`src/rtl/bus_op_sched.sv`:
```
// Bus operation scheduler: arbitrates host/aux requests, posts writes through a FIFO,
// and holds a single read until all earlier writes have retired on the 68K bus.
module bus_op_sched #(
  parameter int DEPTH = 4,
  parameter int LW    = 3
) (
  input  logic          M68K_CLK,
  input  logic          oor,
  input  logic          host_valid,
  output logic          host_ready,
  input  logic [22:0]   host_a,
  input  logic          host_a0,
  input  logic          host_sz,
  input  logic          host_rw,
  input  logic [15:0]   host_wdata,
  output logic [15:0]   host_rdata,
  output logic          host_rvalid,
  input  logic          aux_valid,
  output logic          aux_ready,
  input  logic [22:0]   aux_a,
  input  logic          aux_a0,
  input  logic          aux_sz,
  input  logic          aux_rw,
  input  logic [15:0]   aux_wdata,
  output logic [15:0]   aux_rdata,
  output logic          aux_rvalid,
  output logic          bus_req,
  output logic [22:0]   bus_a,
  output logic          bus_a0,
  output logic          bus_sz,
  output logic          bus_rw,
  output logic [15:0]   bus_dout,
  input  logic [15:0]   bus_din,
  input  logic          bus_done,
  output logic          busy,
  output logic [LW-1:0] fifo_level
);
  localparam int PW = $clog2(DEPTH);
  localparam int EW = 41;  // {a, a0, sz, wdata}

  typedef enum logic [1:0] {IDLE, WR_BUS, RD_BUS} state_t;

  state_t                   state_q, state_d;
  logic [DEPTH-1:0][EW-1:0] mem_q;
  logic [PW-1:0]            wp_q, rp_q;
  logic [LW-1:0]            level_q;
  logic                     rd_pend_q, rd_own_q, last_aux_q;
  logic [24:0]              hold_q;
  logic                     req_q, rw_q, a0_q, sz_q;
  logic [22:0]              a_q;
  logic [15:0]              dout_q, hrdata_q, ardata_q;
  logic                     hrvalid_q, arvalid_q;

  logic          full, h_el, a_el, gnt_h, gnt_a, xfer, push, rd_acc, req_rw;
  logic          issue_wr, issue_rd, fin;
  logic [EW-1:0] req_ent;

  // Full is judged on the registered level, so a same-cycle pop never frees a slot.
  assign full   = (level_q == LW'(DEPTH));
  assign h_el   = host_valid & ~rd_pend_q & (host_rw | ~full);
  assign a_el   = aux_valid  & ~rd_pend_q & (aux_rw  | ~full);
  assign gnt_h  = h_el & (~a_el | last_aux_q);
  assign gnt_a  = a_el & (~h_el | ~last_aux_q);
  assign xfer   = gnt_h | gnt_a;
  assign req_rw = gnt_a ? aux_rw : host_rw;
  assign req_ent = gnt_a ? {aux_a, aux_a0, aux_sz, aux_wdata}
                         : {host_a, host_a0, host_sz, host_wdata};
  assign push   = xfer & ~req_rw;
  assign rd_acc = xfer & req_rw;

  always_comb begin
    state_d  = state_q;
    issue_wr = 1'b0;
    issue_rd = 1'b0;
    fin      = 1'b0;
    case (state_q)
      IDLE: begin
        // Queued writes always drain before the held read, keeping program order.
        if (level_q != '0) begin
          issue_wr = 1'b1;
          state_d  = WR_BUS;
        end else if (rd_pend_q) begin
          issue_rd = 1'b1;
          state_d  = RD_BUS;
        end
      end
      WR_BUS, RD_BUS: begin
        if (bus_done) begin
          fin     = 1'b1;
          state_d = IDLE;
        end
      end
      default: state_d = IDLE;
    endcase
  end

  always_ff @(posedge M68K_CLK) begin
    if (push) mem_q[wp_q] <= req_ent;
  end

  always_ff @(posedge M68K_CLK or posedge oor) begin
    if (oor) begin
      state_q    <= IDLE;
      wp_q       <= '0;
      rp_q       <= '0;
      level_q    <= '0;
      rd_pend_q  <= 1'b0;
      rd_own_q   <= 1'b0;
      last_aux_q <= 1'b1;
      hold_q     <= '0;
      req_q      <= 1'b0;
      rw_q       <= 1'b1;
      a_q        <= '0;
      a0_q       <= 1'b0;
      sz_q       <= 1'b0;
      dout_q     <= '0;
      hrdata_q   <= '0;
      ardata_q   <= '0;
      hrvalid_q  <= 1'b0;
      arvalid_q  <= 1'b0;
    end else begin
      state_q <= state_d;
      level_q <= level_q + LW'(push) - LW'(issue_wr);
      if (push)     wp_q <= wp_q + 1'b1;
      if (issue_wr) rp_q <= rp_q + 1'b1;
      if (xfer)     last_aux_q <= gnt_a;
      if (rd_acc) begin
        rd_pend_q <= 1'b1;
        rd_own_q  <= gnt_a;
        hold_q    <= req_ent[EW-1:16];
      end else if (fin && state_q == RD_BUS) begin
        rd_pend_q <= 1'b0;
      end
      if (issue_wr) begin
        {a_q, a0_q, sz_q, dout_q} <= mem_q[rp_q];
        rw_q  <= 1'b0;
        req_q <= 1'b1;
      end else if (issue_rd) begin
        {a_q, a0_q, sz_q} <= hold_q;
        rw_q  <= 1'b1;
        req_q <= 1'b1;
      end else if (fin) begin
        req_q <= 1'b0;
      end
      hrvalid_q <= fin && state_q == RD_BUS && !rd_own_q;
      arvalid_q <= fin && state_q == RD_BUS &&  rd_own_q;
      if (fin && state_q == RD_BUS) begin
        if (rd_own_q) ardata_q <= bus_din;
        else          hrdata_q <= bus_din;
      end
    end
  end

  assign host_ready  = gnt_h;
  assign aux_ready   = gnt_a;
  assign host_rdata  = hrdata_q;
  assign aux_rdata   = ardata_q;
  assign host_rvalid = hrvalid_q;
  assign aux_rvalid  = arvalid_q;
  assign bus_req     = req_q;
  assign bus_a       = a_q;
  assign bus_a0      = a0_q;
  assign bus_sz      = sz_q;
  assign bus_rw      = rw_q;
  assign bus_dout    = dout_q;
  assign fifo_level  = level_q;
  assign busy        = (state_q != IDLE) | (level_q != '0) | rd_pend_q;
endmodule

```
`config.mk`:
```
export PLATFORM = sky130hd
export DESIGN_NAME = bus_op_sched
export DESIGN_NICKNAME = d
export VERILOG_FILES = /design/src/rtl/bus_op_sched.sv
export SDC_FILE = /design/constraint.sdc
export NUM_CORES = 1
export LEC_CHECK = 0
export CAP_MARGIN = 5
export CORE_MARGIN = 2
export CORE_UTILIZATION = 40
export DETAILED_ROUTE_END_ITERATION = 10
export PLACE_DENSITY = 0.63
export SLEW_MARGIN = 10
export SYNTH_ARGS = -nofsm -noshare
export SYNTH_HDL_FRONTEND = slang
export SYNTH_SLANG_ARGS = --single-unit
```
`constraint.sdc`:
```
create_clock -name M68K_CLK -period 3.5 [get_ports M68K_CLK]
set_input_delay 0.35 -clock M68K_CLK [delete_from_list [all_inputs] [get_ports M68K_CLK]]
set_output_delay 0.35 -clock M68K_CLK [all_outputs]
set_load 0.005 [all_outputs]
```
Word level (Yosys, flattened, before mapping):

Index checks and enable logic that the tools add are counted.

* register bits: 278
* output and inout port bits: 83
* word-level logic and storage cells: 102

* order comparisons: 3
* reductions and logical operators: 15
* bitwise operators: 22
* $add $sub $neg: 4
* mux-type cells: 31
* eq/ne operators: 5

Operators with widths (count)
* 164-bit bitwise mux: 1
* 41-bit two-way mux: 3
* 41-bit binary-select mux with 2-bit select: 1
* 41-bit demux with 2-bit select: 1
* 23-bit two-way mux: 2
* 1-bit two-way mux: 19
* 1-bit AND: 8
* 1-bit NOT: 7
* 1-bit OR: 7
* 2-bit by 3-bit < comparator with 1-bit output, second input constant: 2
* 2-bit two-way mux: 3
* 2-bit AND reduction: 3
* 2-bit nonzero test: 3
* 3-bit nonzero test: 2
* 2-bit by 1-bit adder with 2-bit output, second input constant: 2
* 1-bit logical AND: 4
* 2-bit case mux with 2 select lines: 1
* 3-bit by 1-bit adder with 3-bit output: 1
* 3-bit == test, second input constant: 1
* 3-bit inequality test, second input constant: 1
* 3-bit by 1-bit subtractor with 3-bit output: 1
* 2-bit by 1-bit == test with 1-bit output, second input constant: 1
* 2-bit == test, second input constant: 1
* 2-bit by 1-bit greater-or-equal comparator with 1-bit output, second input constant: 1
* 4 further kinds: 4

Depth between registers and ports, before layout:

Gate-level depths: netlist of the first run.

* depth in word-level cells: 12
* depth in mapped cells: 12

Least setup slack after synthesis of the first run:

Ideal clock, no wire load.

* kind: reg2reg
* start: reg level_q[2] (netlist: fifo_level[2])
* end: reg level_q[2] (netlist: fifo_level[2])
* clock period less this slack: 2.792 ns
* data arrival time: 2.668 ns
* cell stages (with the launch flop): 12
* library setup time: 0.125 ns
* required time: 3.375 ns
* slack: 0.708 ns
* cells stage by stage: dfrtp_1 > or3_1 > nand2_1 > inv_2 > buf_2 > buf_1 > ha_1 > inv_1 > ha_1 > fa_1 > xor2_1 > xnor2_1

RTL lines
* from (decl): RTL line 46 `logic [LW-1:0] level_q;`
* from (signal assigned): RTL line 123 `level_q <= level_q + LW'(push) - LW'(issue_wr);`
* 3-bit nonzero test: RTL line 79 `if (level_q != '0) begin`
* 1-bit two-way mux: RTL line 79
* 1-bit two-way mux: RTL line 76 `case (state_q)`
* net issue_wr: RTL line 55 `logic issue_wr, issue_rd, fin;`
* 3-bit by 1-bit subtractor with 3-bit output: RTL line 123

The timed path passes the listed nets, and every way through them passes these cells.
A chain may end at the register's enable or synchronous reset.

Worst setup path after layout of the first run:

* start: reg level_q[1] (netlist: fifo_level[1])
* end: out aux_ready

* word-level cells in the longest chain between the ends: 7

RTL lines
* 3-bit == test *: RTL line 59 `assign full = (level_q == LW'(DEPTH));`
* 1-bit NOT *: RTL line 60, 61
* 1-bit OR: RTL line 60 `assign h_el = host_valid & ~rd_pend_q & (host_rw | ~full);`
* 1-bit AND: RTL line 60
* 1-bit NOT: RTL line 63 `assign gnt_a = a_el & (~h_el | ~last_aux_q);`
* 1-bit OR: RTL line 63
* 1-bit AND *: RTL line 63
* to (decl): RTL line 19 `output logic aux_ready,`

Mark *: on every way between the ends. The rest lies on a longest branch, timed or not.

==> flow_summary.ini, run 1 <==
[status]
status = complete, no violations

[final_layout]
nets = 1055
final_cells = 1341
antenna_cells = 0
area_growth_pct = 29.4
drive_gt1_frac = 0.185
regArea_mm2 = 0.00778
multi_input_area_mm2 = 0.00331
fillers = 2411
final_cell_area_mm2 = 0.0146

[flow_run]
drv_cap = 0

[route]
route.met3.wl_um = 1740
via_per_inst = 5.16
vias = 6918
firstDrtPassIters = 5
met2_length_um = 12800
antenna_left = 0
route.detailed.drc = 0
wl_um = 26400
maxUsedRoutingLayer = met4
wl_met1_um = 11400
wl_per_cell_um = 19.7
drt-initial-drc-count = 587

[setup_path]
cp_max_fo = 27
critPathLaunchType = flop
reg2reg_depth = 11
crit_type = reg2out
r2r_start = fifo_level[2]
cp.required_ps = 3150
r2r_slack_ps = 780
rr_endpoint = fifo_level[2]
arrival_ps = 2860
cp-end-kind = output pin

[floorplanning]
die_area_mm2 = 0.0296
rows = 61
ios = 188
die_w_um = 172
initial_core_util = 0.407
die_h_um = 172
design.core.area_mm2 = 0.0278

[timing]
clock.fmax_ghz = 0.312
tns_ps = 0
max-slew-margin-rel = 0.391
skew_ps = 14.8
tightestPinTransition_ps = 914
setup_viol = 0
maxSlewViolCount = 0
period_needed_ps = 3210
finalHoldViolCount = 0
final.setup.worst_slack_ps = 293
period_share = 0.916
rsz0062_at_grt = false

[clocking]
cts_root_buffer = clkbuf_16
cts_hold_buf = 0
cts_resized = 0
cts_tree = done
clockBufferDepth = 3
numCtsBuffers = 29
insertion_delay_ps = 530
htreeDepth = 1
clock-sinks = 278
clkSlewWorstSetupHoldPaths_ps = 60

[placement]
dpl-instance-area_mm2 = 0.0137
hpwl_um = 16300
post-place-ws_ps = 563
io_buffers = 187
dp_cells = 1277
gp_congestion = 0.768

[synth]
synth_top_family_by_area = multiplexers
seq_area_frac_synth = 0.688
synth_top_area_cell = edfxtp_1
syn_area_per_cell_um2 = 15.4
synth.yosys.warnings = 0
synth_xor_area_frac = 0.00387
async_flop_share = 0.410
yosys.area_share.simple = 0.0624
synth_compound_area_frac = 0.0582
syn_nets = 850
netlist_area_mm2 = 0.0113
synthCells = 736
synthTopCellsByArea = edfxtp_1 44%, dfrtp_1 25%, mux4_2 8.2%
synth-seq-cells = 278
yosys.area_share.adder = 0.0106
synthMuxAreaShare = 0.155
ys_dominant_reg_cell = edfxtp_1
synth_top_area_frac = 0.436
ys_types = 43
synth-edff-count = 164

[pwr]
vdd_drop_max_mv = 0.466
cellPowerDensity_mw_per_mm2 = 813
leakage_nw = 5.51

[global_route]
antenna_found_initial = 0
grt_max_degree = 61
grt_pass1_vias = 7023
grt_pass1_wl_um = 40000
track_usage = 0.178
overflow = 0

[hold_path]
min_path_type = in2async
==> timing repair <==
item,CTS,global route
buffers inserted,0,10
setup endpoints to repair,1,2
cloned,1,0
pin swaps,1,2
==> per-stage QoR <==
step,util,power (mW),hold slack (ps)
CTS,0.524,12.0,310
finish,0.526,11.9,280
global route,0.526,12.6,349
global placement,0.492,9.05,459
floorplan,-,7.28,467
detailed placement,0.492,9.12,461
==> worst max path at each step <==
stage                  start           end  cells after the start
3_5_place_dp   fifo_level[1]    host_ready                      4
4_1_cts        fifo_level[1]     aux_ready                      4
5_1_grt        fifo_level[1]     aux_ready                      4
6_report       fifo_level[1]     aux_ready                      4
2_1_floorplan            oor  aux_rdata[0]                      1
3_3_place_gp   fifo_level[1]    host_ready                      4
==> cell usage after synthesis (4+ instances only) <==
cell      instances
a21oi_1          29
a31oi_1          25
and2_1            5
buf_2            18
clkbuf_1         20
dfrtp_1         112
edfxtp_1        164
ha_1              8
inv_1            11
mux2_2           41
mux2_4            8
mux2i_1          25
mux4_2           41
nand2_1         109
nand3_1          26
nor2b_1           4
o21ai_0          47
o21ai_1           6
xnor2_1           4
==> layout make-up <==
| cell class | instances | share of cell area |
|---|---|---|
| flip-flops and latches | 278 | 0.532 |
| well taps | 378 | 0.0323 |
| multi-input cells | 404 | 0.226 |
| inverters | 12 | 0.00325 |
| clock buffers | 42 | 0.0557 |
| repair buffers | 216 | 0.146 |
| clock inverters | 11 | 0.00376 |
==> routing by layer <==
layer	global-route usage	vias up
li1	-	3164
met1	0.244	3485
met2	0.299	238
met3	0.0286	31
met4	0.0471	0
met5	0	-
==> kinds of logic (layout without fill, tap and decap cells) <==
kind of cell               Yosys count  count (layout)
adders and majority gates            9               9
muxes                              115             115
xor gates and xnor gates             5               5
buffers and inverters               55             281
AOI/OAI and AO/OA                  115             116
DFF                                278             278
and+or+nand+nor                    159             159
==> cell usage in the layout, fill, tap and decap left out, drive strengths merged, types with 2 or more instances in the layout <==
cell type | synthesis | final
clkdlybuf4s50 | 0 | 187
edfxtp | 164 | 164
dfrtp | 112 | 112
nand2 | 109 | 109
o21ai | 55 | 56
mux2 | 49 | 49
clkbuf | 21 | 42
mux4 | 41 | 41
a21oi | 29 | 29
buf | 22 | 29
nand3 | 26 | 26
mux2i | 25 | 25
a31oi | 25 | 25
inv | 12 | 12
clkinv | 0 | 9
ha | 8 | 8
and2 | 5 | 5
nor2b | 4 | 4
xnor2 | 4 | 4
nor2 | 4 | 4
nand2b | 3 | 3
a22o | 2 | 2
nand3b | 2 | 2
dfstp | 2 | 2
clkinvlp | 0 | 2
==> sequential cells by signal (all words and copies together), names as in the netlist, 3 cells and up <==
signal and count:
aux_rdata 16, bus_a 23, bus_dout 16, fifo_level 3, hold_q 25, host_rdata 16, mem_q 164
==> power by group <==
part / internal [mW] / total [mW] / switching (mW) / leakage (nW)
clock network: 1.60 / 2.82 / 1.21 / 0.423
logic: 2.18 / 4.03 / 1.85 / 2.25
registers: 4.40 / 5.03 / 0.633 / 2.84
total: 8.19 / 11.9 / 3.70 / 5.51
==> critical path, cell delays in order (launching register included) <==
cell	delay [ps]
dfrtp_1	430
or3b_1	630
o211a_4	470
nor2_8	250
clkdlybuf4s50_1	530
No activity file was read; power rests on OpenSTA's default activity.
==> run 2, diff against run 1 <==
SLEW_MARGIN = default   (was 10)
==> results of run 2 <==
No change in the layout: final DEF, timing and power equal those of run 1.
